$ cat config.mk
export PLATFORM = sky130hd
export DESIGN_NAME = load_store_unit_flat
export DESIGN_NICKNAME = d
export VERILOG_FILES = /design/src/rtl/load_store_unit_if.sv /design/src/rtl/load_store_unit.sv /design/src/flat_wrapper.sv
export SDC_FILE = /design/constraint.sdc
export NUM_CORES = 1
export LEC_CHECK = 0
export ABC_AREA = 0
export BUFFER_PORTS_ARGS = -buffer_cell sky130_fd_sc_hd__buf_2
export CORE_ASPECT_RATIO = 0.75
export CORE_MARGIN = 2
export CORE_UTILIZATION = 48
export DETAILED_ROUTE_END_ITERATION = 8
export GPL_ROUTABILITY_DRIVEN = 0
export GPL_TIMING_DRIVEN = 0
export PLACE_DENSITY = 0.8
export SETUP_SLACK_MARGIN = 0.15
export SLEW_MARGIN = 10
export SYNTH_ARGS = -nofsm -noshare
export SYNTH_HDL_FRONTEND = slang
export SYNTH_SLANG_ARGS = --single-unit
export TNS_END_PERCENT = 20
$ cat constraint.sdc
create_clock -name clock -period 2.5 [get_ports clock]
set_clock_uncertainty 0.2 [all_clocks]
set_input_delay 0.5 -clock clock [delete_from_list [all_inputs] [get_ports clock]]
set_output_delay 0.5 -clock clock [all_outputs]
set_load 0.01 [all_outputs]
$ cat src/rtl/load_store_unit_if.sv
// Data-bus request/response channel between the load/store unit (master)
// and the memory system (slave).
interface load_store_unit_if #(parameter int ADDR_W = 32);
  logic              bus_req_valid;
  logic              bus_req_ready;
  logic [ADDR_W-1:0] bus_addr;
  logic              bus_we;
  logic [3:0]        bus_wstrb;
  logic [31:0]       bus_wdata;
  logic              bus_resp_valid;
  logic [31:0]       bus_rdata;

  modport master (
    output bus_req_valid, bus_addr, bus_we, bus_wstrb, bus_wdata,
    input  bus_req_ready, bus_resp_valid, bus_rdata
  );

  modport slave (
    input  bus_req_valid, bus_addr, bus_we, bus_wstrb, bus_wdata,
    output bus_req_ready, bus_resp_valid, bus_rdata
  );
endinterface

$ cat src/rtl/load_store_unit.sv
// RV32I load/store back end: one bus transaction per op, with lane steering,
// alignment checking and load extension.
//
// state | meaning
// IDLE  | waiting for a memory op from execute
// REQ   | bus request presented, waiting for ready
// WAIT  | request accepted, waiting for response
// DONE  | one-cycle completion pulse to writeback
module load_store_unit #(
  parameter int ADDR_W = 32,
  parameter int DATA_W = 32
) (
  input  logic              clock,
  input  logic              reset,
  input  logic              op_valid,
  input  logic [1:0]        mem_read,
  input  logic              mem_write,
  input  logic [1:0]        store_size,
  input  logic              mem_unsigned,
  input  logic [ADDR_W-1:0] addr,
  input  logic [DATA_W-1:0] store_data,
  output logic              busy,
  load_store_unit_if.master bus,
  output logic              lsu_done,
  output logic [DATA_W-1:0] load_data,
  output logic              misalign
);

  typedef enum logic [1:0] {IDLE, REQ, WAIT, DONE} lsuState_t;

  lsuState_t         state, nextState;
  logic [ADDR_W-1:0] addrQ;
  logic [1:0]        sizeQ;
  logic              unsignedQ;
  logic              writeQ;
  logic [DATA_W-1:0] storeDataQ;
  logic [DATA_W-1:0] loadDataQ;
  logic              misalignQ;

  logic              accept;
  logic              badOp;
  logic [1:0]        opSize;
  logic [1:0]        lane;
  logic [DATA_W-1:0] shifted;
  logic [DATA_W-1:0] extracted;

  assign opSize = mem_write ? store_size : mem_read;
  assign accept = (state == IDLE) && op_valid && ((mem_read != 2'b00) || mem_write);

  // Read+write together is illegal; it shares the no-bus path with misalignment.
  assign badOp = ((mem_read != 2'b00) && mem_write)
              || ((opSize == 2'b10) && addr[0])
              || ((opSize == 2'b11) && (addr[1:0] != 2'b00));

  always_ff @(posedge clock) begin
    if (reset) state <= IDLE;
    else       state <= nextState;
  end

  always_comb begin
    nextState         = state;
    busy              = 1'b1;
    bus.bus_req_valid = 1'b0;
    lsu_done          = 1'b0;
    case (state)
      IDLE: begin
        busy = 1'b0;
        if (accept) nextState = badOp ? DONE : REQ;
      end
      REQ: begin
        bus.bus_req_valid = 1'b1;
        if (bus.bus_req_ready) nextState = WAIT;
      end
      WAIT: begin
        if (bus.bus_resp_valid) nextState = DONE;
      end
      DONE: begin
        lsu_done  = 1'b1;
        nextState = IDLE;
      end
      default: nextState = IDLE;
    endcase
  end

  assign lane    = addrQ[1:0];
  assign shifted = bus.bus_rdata >> {lane, 3'b000};

  always_comb begin
    case (sizeQ)
      2'b01:   extracted = {{24{~unsignedQ & shifted[7]}}, shifted[7:0]};
      2'b10:   extracted = {{16{~unsignedQ & shifted[15]}}, shifted[15:0]};
      default: extracted = shifted;
    endcase
  end

  // Request fields come only from latched state, so they hold through back-pressure.
  always_comb begin
    bus.bus_wstrb = 4'b0000;
    if (writeQ) begin
      case (sizeQ)
        2'b01:   bus.bus_wstrb = 4'b0001 << lane;
        2'b10:   bus.bus_wstrb = 4'b0011 << lane;
        2'b11:   bus.bus_wstrb = 4'b1111;
        default: bus.bus_wstrb = 4'b0000;
      endcase
    end
    case (sizeQ)
      2'b01:   bus.bus_wdata = {4{storeDataQ[7:0]}};
      2'b10:   bus.bus_wdata = {2{storeDataQ[15:0]}};
      default: bus.bus_wdata = storeDataQ;
    endcase
  end

  assign bus.bus_addr = {addrQ[ADDR_W-1:2], 2'b00};
  assign bus.bus_we   = writeQ;
  assign load_data    = loadDataQ;
  assign misalign     = misalignQ;

  always_ff @(posedge clock) begin
    if (reset) begin
      addrQ      <= '0;
      sizeQ      <= 2'b00;
      unsignedQ  <= 1'b0;
      writeQ     <= 1'b0;
      storeDataQ <= '0;
      loadDataQ  <= '0;
      misalignQ  <= 1'b0;
    end else if (accept) begin
      addrQ      <= addr;
      sizeQ      <= opSize;
      unsignedQ  <= mem_unsigned;
      writeQ     <= mem_write;
      storeDataQ <= store_data;
      loadDataQ  <= '0;
      misalignQ  <= badOp;
    end else if ((state == WAIT) && bus.bus_resp_valid && !writeQ) begin
      loadDataQ  <= extracted;
    end
  end

endmodule

$ cat src/flat_wrapper.sv
// flat-port wrapper written by rule: the top's interface ports become plain ports
module load_store_unit_flat 
#(
  parameter int ADDR_W = 32,
  parameter int DATA_W = 32
)
  (clock, reset, op_valid, mem_read, mem_write, store_size, mem_unsigned, addr, store_data, busy, lsu_done, load_data, misalign, bus_bus_req_valid, bus_bus_addr, bus_bus_we, bus_bus_wstrb, bus_bus_wdata, bus_bus_req_ready, bus_bus_resp_valid, bus_bus_rdata);
  load_store_unit_if #(.ADDR_W(ADDR_W)) bus_i ();
  input  logic clock;
  input  logic reset;
  input  logic op_valid;
  input  logic [1:0] mem_read;
  input  logic mem_write;
  input  logic [1:0] store_size;
  input  logic mem_unsigned;
  input  logic [ADDR_W-1:0] addr;
  input  logic [DATA_W-1:0] store_data;
  output logic busy;
  output logic lsu_done;
  output logic [DATA_W-1:0] load_data;
  output logic misalign;
  output wire logic [$bits(bus_i.bus_req_valid)-1:0] bus_bus_req_valid;
  output wire logic [$bits(bus_i.bus_addr)-1:0] bus_bus_addr;
  output wire logic [$bits(bus_i.bus_we)-1:0] bus_bus_we;
  output wire logic [$bits(bus_i.bus_wstrb)-1:0] bus_bus_wstrb;
  output wire logic [$bits(bus_i.bus_wdata)-1:0] bus_bus_wdata;
  input wire logic [$bits(bus_i.bus_req_ready)-1:0] bus_bus_req_ready;
  input wire logic [$bits(bus_i.bus_resp_valid)-1:0] bus_bus_resp_valid;
  input wire logic [$bits(bus_i.bus_rdata)-1:0] bus_bus_rdata;
  assign bus_bus_req_valid = bus_i.bus_req_valid;
  assign bus_bus_addr = bus_i.bus_addr;
  assign bus_bus_we = bus_i.bus_we;
  assign bus_bus_wstrb = bus_i.bus_wstrb;
  assign bus_bus_wdata = bus_i.bus_wdata;
  assign bus_i.bus_req_ready = bus_bus_req_ready;
  assign bus_i.bus_resp_valid = bus_bus_resp_valid;
  assign bus_i.bus_rdata = bus_bus_rdata;
  load_store_unit #(.ADDR_W(ADDR_W), .DATA_W(DATA_W)) u_core (.clock(clock), .reset(reset), .op_valid(op_valid), .mem_read(mem_read), .mem_write(mem_write), .store_size(store_size), .mem_unsigned(mem_unsigned), .addr(addr), .store_data(store_data), .busy(busy), .bus(bus_i), .lsu_done(lsu_done), .load_data(load_data), .misalign(misalign));
endmodule
======== After elaboration in Yosys (flattened, before gate mapping) ========
Cells that the tools add are included.
storage, ports and cells
  output and inout port bits .............. 105
  input bits .............................. 107
  register bits after elaboration ......... 103
  word-level logic and storage cells ...... 54
operators by class
  shift operators ......................... 3
  equal/unequal tests ..................... 11
  bitwise gates (word level) .............. 3
  reduce and logical (&&, ||, !) cells .... 16
  mux-type cells .......................... 13
operator list
  operator                                         number
  one-hot mux 32 bit (2 select lines)              2
  right shift 32 x 5 -> 32 bit                     1
  == test 2 bit, second input constant             6
  one-hot mux 4 bit (3 select lines)               1
  two-way mux 2 bit                                5
  one-hot mux 2 bit (4 select lines)               1
  logical AND 1 bit                                7
  == test 2 x 1 -> 1 bit, second input constant    2
  two-way mux 4 bit                                1
  != test 2 bit, second input constant             2
  nonzero test 2 bit                               2
  << shifter 1 x 2 -> 4 bit, first input constant  1
  << shifter 2 x 2 -> 4 bit, first input constant  1
  logical OR 1 bit                                 3
  two-way mux 1 bit                                3
  AND reduction 3 bit                              1
  AND 1 bit                                        2
  logical NOT 2 bit                                1
  != test 2 x 1 -> 1 bit, second input constant    1
  OR reduction 2 bit                               1
  logical NOT 1 bit                                1
  NOT 1 bit                                        1

======== Depth between registers and ports, before layout ========
Gate-level depths: netlist of the first run.
  depth after elaboration ................. 8
  mapped depth ............................ 8

======== Worst setup path before layout of the first run ========
No wires, ideal clock.
  path kind ............................... flip-flop to output port
  from .................................... register u_core.sizeQ[0]
  to ...................................... output port bus_bus_wdata[16]
  required time ........................... 1800 ps
  data arrival time ....................... 1624 ps
  cell stages (with the launch flop) ...... 7
  slack ................................... 176 ps
  cell sequence ........................... dfxtp_1 inv_1 ha_1 clkbuf_1 clkbuf_1 nand2_1 o22ai_1
on the way
  word-level cells in the longest chain between the ends .. 2
RTL lines
  item                                                            RTL line                text
  from (decl)                                                     load_store_unit.sv:33   logic [1:0] sizeQ;
  from (signal assigned)                                          load_store_unit.sv:130  sizeQ <= opSize;
  == test 2 bit / == test 2 x 1 -> 1 bit (equally long branches)  load_store_unit.sv:107  case (sizeQ)
  one-hot mux 32 bit (2 select lines) *                           load_store_unit.sv:107
  to (decl)                                                       flat_wrapper.sv:26      output wire logic [$bits(bus_i.bus_wdata)-1:0] bus_bus_wdata;
Every way passes the cells marked *; elsewhere a longest branch is shown, timed or not.

======== Final worst setup path of the first run ========
  from .................................... register u_core.sizeQ[1]
  to ...................................... output port bus_bus_wdata[16]
The elaborated chain is that of the path after synthesis.

==> impl_metrics.prom, run 1 <==
# TYPE chip_impl_metric gauge
chip_impl_metric{name="post-route-cell-area",unit="sq um"} 6980
chip_impl_metric{name="yosys_warnings",unit=""} 0
chip_impl_info{name="worstSetupStartpoint",value="u_core.sizeQ[1]$_SDFFE_PP0P_"} 1
chip_impl_info{name="rsz0062_at_grt",value="true"} 1
chip_impl_metric{name="drt_wl_total",unit="microns"} 16000
chip_impl_metric{name="yosys.cell_types.count",unit=""} 47
chip_impl_metric{name="grt_use_total",unit="%"} 26.6
chip_impl_metric{name="number_of_flops_mapped_to_enable_cells_by_yosys",unit=""} 0
chip_impl_metric{name="synthesis.area_per_instance",unit="sq um"} 7.74
chip_impl_info{name="holdCritStartpoint",value="store_data[22]"} 1
chip_impl_metric{name="port_buffers",unit=""} 207
chip_impl_metric{name="max-cap-violations",unit=""} 0
chip_impl_metric{name="rows",unit=""} 32
chip_impl_metric{name="maxSlewViolCount",unit=""} 0
chip_impl_metric{name="first_global_vias",unit=""} 4904
chip_impl_metric{name="ioPinCount",unit=""} 212
chip_impl_metric{name="slowest_delay",unit="ps"} 370
chip_impl_info{name="hold_class",value="in -> reg"} 1
chip_impl_metric{name="worst_ir_drop_vdd",unit="mV"} 0.521
chip_impl_metric{name="cp_num_buf_inv",unit=""} 4
chip_impl_metric{name="power_leakage",unit="nW"} 3.30
chip_impl_metric{name="worst_r2r_setup_slack",unit="ps"} 320
chip_impl_metric{name="multi_input_area",unit="sq um"} 2600
chip_impl_metric{name="antenna_violating_nets_post_route",unit=""} 0
chip_impl_metric{name="post_synth_instance_area",unit="sq um"} 5110
chip_impl_metric{name="cts.htree.levels",unit=""} 3
chip_impl_metric{name="slew_headroom",unit="%"} 53.3
chip_impl_info{name="cpMaxStageDelayCell",value="sky130_fd_sc_hd__dfxtp_2"} 1
chip_impl_metric{name="post_route_cells_drive_above_1_share",unit="%"} 39.3
chip_impl_metric{name="cts.sinks",unit=""} 103
chip_impl_metric{name="netlist_instances",unit=""} 660
chip_impl_metric{name="grt_first_pass_wirelength",unit="microns"} 23800
chip_impl_metric{name="fp.dieH",unit="microns"} 93.3
chip_impl_metric{name="powerDensity",unit="nW/um^2"} 942
chip_impl_metric{name="globalRouteOverflowTotal",unit=""} 0
chip_impl_info{name="critical_path.endpoint_type",value="output port"} 1
chip_impl_info{name="clock_tree.root_cell",value="sky130_fd_sc_hd__clkbuf_16"} 1
chip_impl_metric{name="hold_violations",unit=""} 0
chip_impl_info{name="top_cell_type_by_total_area_after_synthesis",value="sky130_fd_sc_hd__dfxtp_1"} 1
chip_impl_metric{name="drc_errors",unit=""} 0
chip_impl_metric{name="time_the_worst_path_needs_with_i_o_delays_and_setup",unit="ps"} 2490
chip_impl_metric{name="worst_ep_arrival_time",unit="ps"} 1790
chip_impl_info{name="layout_commonest_cell",value="sky130_fd_sc_hd__buf_2"} 1
chip_impl_info{name="most_used_cells_in_the_layout_excluding_fill_and_tap_cells",value="sky130_fd_sc_hd__buf_2 (218), sky130_fd_sc_hd__nand2_1 (166), sky130_fd_sc_hd__a21oi_1 (105)"} 1
chip_impl_metric{name="syn2layout_area_growth",unit="%"} 36.7
chip_impl_metric{name="final_nets",unit=""} 1006
chip_impl_metric{name="setup_tns",unit="ps"} 0
chip_impl_metric{name="start_util",unit="%"} 49.4
chip_impl_metric{name="vias_per_cell",unit=""} 5.32
chip_impl_metric{name="ys_async_sr_fraction",unit="%"} 0
chip_impl_metric{name="fin_total_pwr",unit="mW"} 6.57
chip_impl_info{name="regToRegStartpoint",value="u_core.state[0]$_SDFFE_PP0P_"} 1
chip_impl_info{name="status",value="finished clean"} 1
chip_impl_info{name="critical_path.startpoint_type",value="flop"} 1
chip_impl_metric{name="period_share",unit="%"} 99.5
chip_impl_metric{name="post-dp-hpwl",unit="microns"} 11500
chip_impl_metric{name="finalSetupViolCount",unit=""} 0
chip_impl_metric{name="core_area",unit="sq um"} 10300
chip_impl_info{name="synth.top_cells.by_area",value="sky130_fd_sc_hd__dfxtp_1 (40%), sky130_fd_sc_hd__nand2_1 (13%), sky130_fd_sc_hd__a21oi_1 (11%), sky130_fd_sc_hd__buf_4 (6.2%), sky130_fd_sc_hd__mux2i_1 (3.7%)"} 1
chip_impl_metric{name="max_slew.worst_pin.slew",unit="ps"} 701
chip_impl_info{name="timing.critical_path.max_delay_family",value="buffers and inverters"} 1
chip_impl_info{name="cts_tree",value="built"} 1
chip_impl_metric{name="ys_seq_elements",unit=""} 103
chip_impl_metric{name="combined_flip_flop_and_latch_cell_area",unit="sq um"} 2070
chip_impl_metric{name="required_time_reported_for_the_critical_path_endpoint",unit="ps"} 1800
chip_impl_info{name="cp_cell_sequence",value="inv_2, ha_4, buf_8, clkbuf_16, nand2_4, o22ai_2, buf_2"} 1
chip_impl_metric{name="netlist.area_leader.share",unit="%"} 40.4
chip_impl_metric{name="die_outline_area",unit="sq um"} 11500
chip_impl_metric{name="initialDrtViolationCount",unit=""} 380
chip_impl_metric{name="clkLatencyLatePin",unit="ps"} 340
chip_impl_metric{name="antenna_found_initial",unit=""} 0
chip_impl_metric{name="vias",unit=""} 5473
chip_impl_info{name="postSynth.topFlopCell",value="sky130_fd_sc_hd__dfxtp_1"} 1
chip_impl_metric{name="timing.critical_path.fanout_max",unit=""} 9
chip_impl_metric{name="antennaDiodeCount",unit=""} 0
chip_impl_metric{name="filler_cell_count",unit=""} 912
chip_impl_metric{name="chipWidth",unit="microns"} 123
chip_impl_metric{name="clkSlewWorstSetupHoldPaths",unit="ps"} 70
chip_impl_metric{name="drt-wirelength-per-cell",unit="microns"} 15.5
chip_impl_info{name="critPathKind",value="reg -> out"} 1
chip_impl_metric{name="detailedRoute.firstPassIterationCount",unit=""} 5
chip_impl_metric{name="cts_buffers",unit=""} 9
chip_impl_metric{name="fmax",unit="MHz"} 402
chip_impl_metric{name="post_dp_cell_area",unit="sq um"} 6320
chip_impl_metric{name="yosysSeqAreaShare",unit="%"} 40.4
chip_impl_metric{name="cts_buffer_depth",unit=""} 2
chip_impl_metric{name="grt_start_max_net_pins",unit=""} 19
==> final timing paths <==
path	cells after the start	endpoint
worst max register to register	8	u_core.load_data[21]$_SDFFE_PP0P_
worst min register to register	2	u_core.load_data[1]$_SDFFE_PP0P_
worst max-delay path	7	bus_bus_wdata[16]
worst min-delay path	3	u_core.storeDataQ[22]$_SDFFE_PP0P_
==> metal layers <==
metal	GRT usage [%]	part of all wire, %	up-vias
met2	39.5	45	307
li1	-	-	2641
met5	0	0	-
met1	36.5	42	2487
met4	8.24	2.4	0
met3	8.54	11	38
==> final cells by class <==
class                   count  area share [%]
multi-input cells         452            37.2
flip-flops and latches    103            29.6
clock buffers               9            3.23
repair buffers            217            16.4
well taps                 136            2.44
inverters                  17           0.950
clock inverters             6           0.771
plain buffers              89            9.41
==> state kept, by name, summed over array words and instances, names as in the netlist <==
name               count
u_core.misalign        1
u_core.addrQ          32
u_core.bus.bus_we      1
u_core.load_data      32
u_core.sizeQ           2
u_core.state           2
u_core.unsignedQ       1
u_core.storeDataQ     32
==> stage by stage <==
stage / cells / setup WS (ps) / hold slack, ps / utilization, %
after floorplan: 661 / 176 / 236 / -
after global placement: 1004 / -168 / 242 / 61.2
after detailed placement: 1004 / -219 / 245 / 61.2
after CTS: 1027 / 36.4 / 176 / 66.3
after global routing: 1029 / -22.1 / 183 / 67.6
final: 1029 / 13.4 / 189 / 67.6
==> where the power goes <==
| part | switching, mW | total [mW] | internal [mW] |
|---|---|---|---|
| sequential | 0.199 | 2.12 | 1.92 |
| clock | 0.652 | 1.34 | 0.688 |
| combinational | 1.74 | 3.12 | 1.38 |
==> tightest hold or removal path, cell delays in order <==
cell	delay (ps)
sky130_fd_sc_hd__buf_2	90
sky130_fd_sc_hd__nand2_1	40
sky130_fd_sc_hd__a21oi_1	50
==> kinds of logic (layout without fill, tap and decap cells) <==
| family | Yosys count | in the layout | synth area share, % |
|---|---|---|---|
| other | 1 | 2 | 0.0734 |
| and+or+nand+nor | 223 | 223 | 18.3 |
| DFF | 103 | 103 | 40.4 |
| muxes | 28 | 28 | 5.93 |
| buffers and inverters | 106 | 338 | 11.4 |
| adders and majority gates | 10 | 10 | 2.45 |
| AOI/OAI and AO/OA | 189 | 189 | 21.5 |
==> cells in the mapped netlist (all sizes together), types with 2 or more instances <==
library cell	n
inv	17
dfxtp	103
nor2b	5
ha	10
a22oi	8
buf	61
nand3b	4
o21ai	28
o211ai	8
nor3	3
nand2b	4
mux2i	19
a211oi	3
a22o	8
o2bb2ai	7
nand2	171
a21oi	110
nor2	28
or2	2
clkbuf	28
o22ai	8
a31oi	2
mux2	8
==> repair_timing <==
action                                  4_1_cts  5_1_grt
cloned                                        1        1
endpoints found under the setup margin       28       91
pin swaps                                     4        7
resized for setup                            52       49
hold buffers                                  0        0
buffers inserted                              7        1
No activity file was read; power rests on OpenSTA's default activity.
==> inputs of run 2 (changes only) <==
--- a/config.mk
+++ b/config.mk
@@ -8,12 +8,12 @@
 export ABC_AREA = 0
 export BUFFER_PORTS_ARGS = -buffer_cell sky130_fd_sc_hd__buf_2
 export CORE_ASPECT_RATIO = 0.75
-export CORE_MARGIN = 2
+export CORE_MARGIN = 1
 export CORE_UTILIZATION = 48
 export DETAILED_ROUTE_END_ITERATION = 8
 export GPL_ROUTABILITY_DRIVEN = 0
 export GPL_TIMING_DRIVEN = 0
-export PLACE_DENSITY = 0.8
+export PLACE_DENSITY = 0.82
 export SETUP_SLACK_MARGIN = 0.15
 export SLEW_MARGIN = 10
 export SYNTH_ARGS = -nofsm -noshare
==> run 2 against run 1 <==
Final cell count is essentially flat. Combinational power down 2%. Register-to-register slack worse by 120 ps. Count of clock-buffer cells in the layout unchanged. Largest power group unchanged. Critical path depth unchanged. Critical endpoint is now bus_bus_wdata[11]. Sequential share of layout area barely moved. Worst setup slack improved by 20 ps. Maximum frequency up 0.82%. Sequential power about the same. Utilization down 0.13 points. Non-clock buffer count unchanged.
==> impl_metrics.prom, run 2 (synthesis results as in run 1) <==
# TYPE chip_impl_metric gauge
chip_impl_metric{name="globalRouteOverflowTotal",unit=""} 0
chip_impl_metric{name="power_report.internal_total",unit="mW"} 4.03
chip_impl_metric{name="initialDrtViolationCount",unit=""} 386
chip_impl_metric{name="fin_total_pwr",unit="mW"} 6.60
chip_impl_metric{name="timing.critical_path.fanout_max",unit=""} 10
chip_impl_info{name="status",value="finished clean"} 1
chip_impl_metric{name="power.net_switching",unit="mW"} 2.57
chip_impl_metric{name="max-cap-violations",unit=""} 0
chip_impl_metric{name="filler_cell_count",unit=""} 894
chip_impl_metric{name="post_place_setup_slack",unit="ps"} -223
chip_impl_info{name="setup.worst_path.end",value="bus_bus_wdata[11]"} 1
chip_impl_metric{name="fp.dieH",unit="microns"} 91.3
chip_impl_metric{name="hold_violations",unit=""} 0
chip_impl_metric{name="detailedRoute.firstPassIterationCount",unit=""} 5
chip_impl_metric{name="syn2layout_area_growth",unit="%"} 36.4
chip_impl_metric{name="die_outline_area",unit="sq um"} 11100
chip_impl_metric{name="grt_first_pass_wirelength",unit="microns"} 23800
chip_impl_metric{name="required_time_reported_for_the_critical_path_endpoint",unit="ps"} 1800
chip_impl_metric{name="finalSetupViolCount",unit=""} 0
chip_impl_metric{name="port_buffers",unit=""} 207
chip_impl_metric{name="pwr-share-clk",unit="%"} 21.8
chip_impl_info{name="clock_tree.root_cell",value="sky130_fd_sc_hd__clkbuf_16"} 1
chip_impl_metric{name="cts.sinks",unit=""} 103
chip_impl_metric{name="grt_start_max_net_pins",unit=""} 19
chip_impl_info{name="cts_tree",value="built"} 1
chip_impl_metric{name="clkSlewWorstSetupHoldPaths",unit="ps"} 70
chip_impl_metric{name="antenna_violating_nets_post_route",unit=""} 0
chip_impl_metric{name="powerDensity",unit="nW/um^2"} 947
chip_impl_metric{name="vias",unit=""} 5391
chip_impl_metric{name="vias_per_cell",unit=""} 5.23
chip_impl_metric{name="setup_slack",unit="ps"} 33.6
chip_impl_metric{name="cts_buffers",unit=""} 9
chip_impl_info{name="regToRegStartpoint",value="u_core.state[0]$_SDFFE_PP0P_"} 1
chip_impl_metric{name="power.share.switching",unit="%"} 38.9
chip_impl_metric{name="antennaDiodeCount",unit=""} 0
chip_impl_metric{name="drt-wirelength-per-cell",unit="microns"} 15.1
chip_impl_metric{name="worst_hold_slack",unit="ps"} 184
chip_impl_metric{name="antenna_found_initial",unit=""} 0
chip_impl_info{name="critical_path.startpoint_type",value="flop"} 1
chip_impl_info{name="r2r_end",value="u_core.addrQ[1]$_SDFFE_PP0P_"} 1
chip_impl_info{name="worstSetupStartpoint",value="u_core.sizeQ[1]$_SDFFE_PP0P_"} 1
chip_impl_metric{name="post_route_cells_drive_above_1_share",unit="%"} 38.9
chip_impl_metric{name="comb_power_share",unit="%"} 46.2
chip_impl_metric{name="grt_use_total",unit="%"} 27.7
chip_impl_info{name="hold_class",value="in -> reg"} 1
chip_impl_metric{name="post-dp-hpwl",unit="microns"} 11300
chip_impl_metric{name="slew_headroom",unit="%"} 50.2
chip_impl_metric{name="start_util",unit="%"} 49.4
chip_impl_metric{name="seq_power_share",unit="%"} 32.0
chip_impl_metric{name="max_slew.worst_pin.slew",unit="ps"} 747
chip_impl_metric{name="first_global_vias",unit=""} 4919
chip_impl_metric{name="r2r_cells",unit=""} 7
chip_impl_metric{name="clkLatencyLatePin",unit="ps"} 350
chip_impl_metric{name="cts_buffer_depth",unit=""} 2
chip_impl_metric{name="core_area",unit="sq um"} 10300
chip_impl_metric{name="power_leakage",unit="nW"} 3.28
chip_impl_info{name="most_used_cells_in_the_layout_excluding_fill_and_tap_cells",value="sky130_fd_sc_hd__buf_2 (220), sky130_fd_sc_hd__nand2_1 (167), sky130_fd_sc_hd__a21oi_1 (106)"} 1
chip_impl_metric{name="cts.htree.levels",unit=""} 3
chip_impl_metric{name="chipWidth",unit="microns"} 121
chip_impl_info{name="critPathKind",value="reg -> out"} 1
chip_impl_metric{name="worst_ep_arrival_time",unit="ps"} 1770
chip_impl_metric{name="worst_r2r_setup_slack",unit="ps"} 200
chip_impl_metric{name="fmax",unit="MHz"} 405
chip_impl_metric{name="drt_wl_total",unit="microns"} 15600
chip_impl_metric{name="period_share",unit="%"} 98.7
chip_impl_metric{name="utilization",unit="%"} 67.4
chip_impl_info{name="rsz0062_at_grt",value="true"} 1
chip_impl_metric{name="ioPinCount",unit=""} 212
chip_impl_info{name="critical_path.endpoint_type",value="output port"} 1
chip_impl_metric{name="setup_tns",unit="ps"} 0
chip_impl_metric{name="maxSlewViolCount",unit=""} 0
chip_impl_metric{name="drc_errors",unit=""} 0
chip_impl_metric{name="final_nets",unit=""} 1006
chip_impl_metric{name="worst_ir_drop_vdd",unit="mV"} 0.511
chip_impl_metric{name="time_the_worst_path_needs_with_i_o_delays_and_setup",unit="ps"} 2470
chip_impl_metric{name="rows",unit=""} 32
chip_impl_info{name="layout_commonest_cell",value="sky130_fd_sc_hd__buf_2"} 1
run 2: through the flow:
| step | instances | cell area, sq um |
|---|---|---|
| 2_1_floorplan | 661 | 5110 |
| 3_3_place_gp | 1004 | 6320 |
| 3_5_place_dp | 1004 | 6320 |
| 4_1_cts | 1027 | 6830 |
| 5_1_grt | 1030 | 6970 |
| 6_report | 1030 | 6970 |
run 2: worst min path at each step:
stage | slack [ps] | start | end | cells after the start
2_1_floorplan | 240 | u_core.storeDataQ[16]$_SDFFE_PP0P_ | u_core.storeDataQ[16]$_SDFFE_PP0P_ | 2
3_3_place_gp | 240 | u_core.load_data[4]$_SDFFE_PP0P_ | u_core.load_data[4]$_SDFFE_PP0P_ | 2
3_5_place_dp | 250 | u_core.load_data[1]$_SDFFE_PP0P_ | u_core.load_data[1]$_SDFFE_PP0P_ | 2
4_1_cts | 170 | addr[31] | u_core.addrQ[31]$_SDFFE_PP0P_ | 3
5_1_grt | 170 | addr[21] | u_core.addrQ[21]$_SDFFE_PP0P_ | 3
6_report | 180 | addr[24] | u_core.addrQ[24]$_SDFFE_PP0P_ | 3
run 2: power groups by stage:
stage	clock [mW]	sequential [mW]	combinational, mW
after global routing	1.52	2.14	3.30
after global placement	0	2.12	2.51
after floorplan	0	2.12	1.69
after detailed placement	0	2.13	2.55
after CTS	1.46	2.10	2.85
final	1.44	2.11	3.05
run 2: layout make-up:
class	count	area [sq um]	share of cell area, %
multi-input cells	452	2600	37.3
flip-flops and latches	103	2060	29.6
repair buffers	217	1120	16.1
plain buffers	89	641	9.20
clock buffers	9	225	3.23
well taps	136	170	2.44
clock inverters	7	80.1	1.15
inverters	17	66.3	0.952
run 2: worst max-delay path, cell delays in order (launching register included):
cell and delay, ps:
sky130_fd_sc_hd__dfxtp_2 360, sky130_fd_sc_hd__inv_2 60, sky130_fd_sc_hd__ha_4 330, sky130_fd_sc_hd__nand2b_4 60, sky130_fd_sc_hd__clkbuf_8 130, sky130_fd_sc_hd__clkbuf_16 150
sky130_fd_sc_hd__a22o_1 190, sky130_fd_sc_hd__buf_2 140
run 2: what timing repair did:
action | 4_1_cts | 5_1_grt
gates resized for setup | 42 | 41
endpoints found under the hold margin | 0 | 0
endpoints found under the setup margin | 28 | 72
setup buffers | 5 | 3
pin swaps | 2 | 12
gates cloned | 2 | 0
hold buffers | 0 | 0
run 2: metal layers:
layer / vias to the layer above / part of all wire (%) / GRT usage [%]
met1: 2462 / 43 / 36.6
met5: - / 0 / 0
li1: 2652 / - / -
met4: 0 / 1.7 / 8.74
met3: 27 / 9.5 / 8.10
met2: 250 / 45 / 43.3
==> inputs of run 3 (changes only) <==
--- a/config.mk
+++ b/config.mk
@@ -13,7 +13,7 @@
 export DETAILED_ROUTE_END_ITERATION = 8
 export GPL_ROUTABILITY_DRIVEN = 0
 export GPL_TIMING_DRIVEN = 0
-export PLACE_DENSITY = 0.82
+export PLACE_DENSITY_LB_ADDON = 0.1
 export SETUP_SLACK_MARGIN = 0.15
 export SLEW_MARGIN = 10
 export SYNTH_ARGS = -nofsm -noshare
==> run 3 against run 2 <==
Critical path depth unchanged. Largest cell class unchanged. Count of clock-buffer cells in the layout up 1. Utilization down 0.41 points. Critical endpoint unchanged.
==> impl_metrics.prom, run 3 (synthesis results as in run 1) <==
# TYPE chip_impl_metric gauge
chip_impl_info{name="most_used_cells_in_the_layout_excluding_fill_and_tap_cells",value="sky130_fd_sc_hd__buf_2 (221), sky130_fd_sc_hd__nand2_1 (170), sky130_fd_sc_hd__a21oi_1 (107)"} 1
chip_impl_info{name="cts_tree",value="built"} 1
chip_impl_metric{name="ioPinCount",unit=""} 212
chip_impl_metric{name="powerDensity",unit="nW/um^2"} 949
chip_impl_metric{name="worst_ep_arrival_time",unit="ps"} 1750
chip_impl_metric{name="worst_ir_drop_vdd",unit="mV"} 0.543
chip_impl_metric{name="maxSlewViolCount",unit=""} 0
chip_impl_metric{name="antennaDiodeCount",unit=""} 0
chip_impl_metric{name="cts_buffers",unit=""} 9
chip_impl_info{name="hold_class",value="in -> reg"} 1
chip_impl_metric{name="detailedRoute.firstPassIterationCount",unit=""} 5
chip_impl_metric{name="finalNonFillerCells",unit=""} 1031
chip_impl_info{name="clock_tree.root_cell",value="sky130_fd_sc_hd__clkbuf_16"} 1
chip_impl_metric{name="vias_per_cell",unit=""} 5.26
chip_impl_metric{name="finalSetupViolCount",unit=""} 0
chip_impl_metric{name="grt_use_total",unit="%"} 28.9
chip_impl_metric{name="period_share",unit="%"} 98.1
chip_impl_metric{name="slowest_delay",unit="ps"} 380
chip_impl_metric{name="clkLatencyLatePin",unit="ps"} 350
chip_impl_metric{name="power_leakage",unit="nW"} 3.23
chip_impl_metric{name="first_global_vias",unit=""} 5114
chip_impl_info{name="cp_cell_sequence",value="inv_6, ha_4, nand2b_4, buf_8, clkbuf_16, a22o_1, buf_2"} 1
chip_impl_metric{name="cts.sinks",unit=""} 103
chip_impl_metric{name="post_place_setup_slack",unit="ps"} -182
chip_impl_info{name="critPathKind",value="reg -> out"} 1
chip_impl_metric{name="post_route_cells_drive_above_1_share",unit="%"} 37.3
chip_impl_metric{name="start_util",unit="%"} 49.4
chip_impl_metric{name="rows",unit=""} 32
chip_impl_metric{name="die_outline_area",unit="sq um"} 11100
chip_impl_info{name="rsz0062_at_grt",value="true"} 1
chip_impl_metric{name="hold_fix_buffers_at_cts",unit=""} 0
chip_impl_metric{name="max_slew.worst_pin.slew",unit="ps"} 730
chip_impl_metric{name="grt_start_max_net_pins",unit=""} 18
chip_impl_metric{name="drt_wl_total",unit="microns"} 16200
chip_impl_metric{name="syn2layout_area_growth",unit="%"} 35.6
chip_impl_metric{name="post-dp-hpwl",unit="microns"} 11900
chip_impl_metric{name="combined_flip_flop_and_latch_cell_area",unit="sq um"} 2070
chip_impl_metric{name="worst_r2r_setup_slack",unit="ps"} 180
chip_impl_metric{name="worst_hold_slack",unit="ps"} 181
chip_impl_metric{name="setup_slack",unit="ps"} 48.0
chip_impl_metric{name="max-cap-violations",unit=""} 0
chip_impl_metric{name="drt-wirelength-per-cell",unit="microns"} 15.7
chip_impl_metric{name="globalRouteOverflowTotal",unit=""} 0
chip_impl_info{name="critical_path.startpoint_type",value="flop"} 1
chip_impl_metric{name="initialDrtViolationCount",unit=""} 423
chip_impl_metric{name="clkSlewWorstSetupHoldPaths",unit="ps"} 70
chip_impl_metric{name="timing.critical_path.fanout_max",unit=""} 5
chip_impl_info{name="status",value="finished clean"} 1
chip_impl_metric{name="antenna_violating_nets_post_route",unit=""} 0
chip_impl_metric{name="slew_headroom",unit="%"} 51.3
chip_impl_metric{name="filler_cell_count",unit=""} 940
chip_impl_info{name="layout_commonest_cell",value="sky130_fd_sc_hd__buf_2"} 1
chip_impl_metric{name="required_time_reported_for_the_critical_path_endpoint",unit="ps"} 1800
chip_impl_metric{name="vias",unit=""} 5424
chip_impl_metric{name="final_nets",unit=""} 1008
chip_impl_metric{name="chipWidth",unit="microns"} 121
chip_impl_metric{name="antenna_found_initial",unit=""} 0
chip_impl_metric{name="hold_violations",unit=""} 0
chip_impl_metric{name="multi_input_area",unit="sq um"} 2530
chip_impl_metric{name="cts_buffer_depth",unit=""} 2
chip_impl_metric{name="time_the_worst_path_needs_with_i_o_delays_and_setup",unit="ps"} 2450
chip_impl_metric{name="placed_cells",unit=""} 1004
chip_impl_metric{name="cts.htree.levels",unit=""} 3
chip_impl_metric{name="port_buffers",unit=""} 207
chip_impl_metric{name="grt_first_pass_wirelength",unit="microns"} 25100
chip_impl_metric{name="fmax",unit="MHz"} 408
chip_impl_info{name="critical_path.endpoint_type",value="output port"} 1
chip_impl_metric{name="drc_errors",unit=""} 0
chip_impl_metric{name="utilization",unit="%"} 67.0
chip_impl_info{name="cpMaxStageDelayCell",value="sky130_fd_sc_hd__dfxtp_4"} 1
chip_impl_metric{name="core_area",unit="sq um"} 10300
chip_impl_metric{name="fp.dieH",unit="microns"} 91.3
[run 3: layer usage]
| metal | share of wire, % | GRT usage (%) | vias to the layer above |
|---|---|---|---|
| li1 | - | - | 2647 |
| met1 | 43 | 38.7 | 2473 |
| met2 | 46 | 45.1 | 273 |
| met3 | 9.7 | 8.10 | 31 |
| met4 | 1.8 | 8.23 | 0 |
| met5 | 0 | 0 | - |
[run 3: critical path, delay by kind of cell (launching register included)]
family | cells | cell delay, ps
simple gates | 1 | 60
compound gates | 1 | 210
buf+inv | 4 | 450
fa+ha+maj | 1 | 310
flops | 1 | 380
[run 3: worst paths after layout]
| check | start | end | cells after the start |
|---|---|---|---|
| worst min-delay path | addr[18] | u_core.addrQ[18]$_SDFFE_PP0P_ | 3 |
| worst max register to register | u_core.state[0]$_SDFFE_PP0P_ | u_core.load_data[0]$_SDFFE_PP0P_ | 7 |
| worst max-delay path | u_core.sizeQ[0]$_SDFFE_PP0P_ | bus_bus_wdata[11] | 7 |
| worst min register to register | u_core.load_data[1]$_SDFFE_PP0P_ | u_core.load_data[1]$_SDFFE_PP0P_ | 2 |
[run 3: layout make-up]
type | instances | area share (%)
plain buffers | 89 | 9.40
multi-input cells | 452 | 36.5
repair buffers | 219 | 16.4
well taps | 136 | 2.46
clock inverters | 5 | 0.940
inverters | 17 | 0.994
clock buffers | 10 | 3.45
flip-flops and latches | 103 | 29.9
[run 3: through the flow]
stage | power (mW) | area, sq um | setup TNS (ps)
floorplan | 3.81 | 5110 | 0
global placement | 4.62 | 6320 | -2620
detailed placement | 4.69 | 6320 | -3290
CTS | 6.40 | 6810 | 0
global route | 6.95 | 6920 | 0
finish | 6.57 | 6920 | 0
[run 3: report_power, final]
group	leakage (nW)	internal (mW)	switching [mW]
Sequential	0.841	1.92	0.196
Clock	0.143	0.809	0.639
Combinational	2.25	1.33	1.68
Total	3.23	4.05	2.52
[run 3: timing repair]
item                       in CTS  in global routing
pin swaps                       1                  7
setup endpoints to repair      28                 50
buffers inserted                5                  5
cloned                          0                  2
gates resized for setup        42                 21
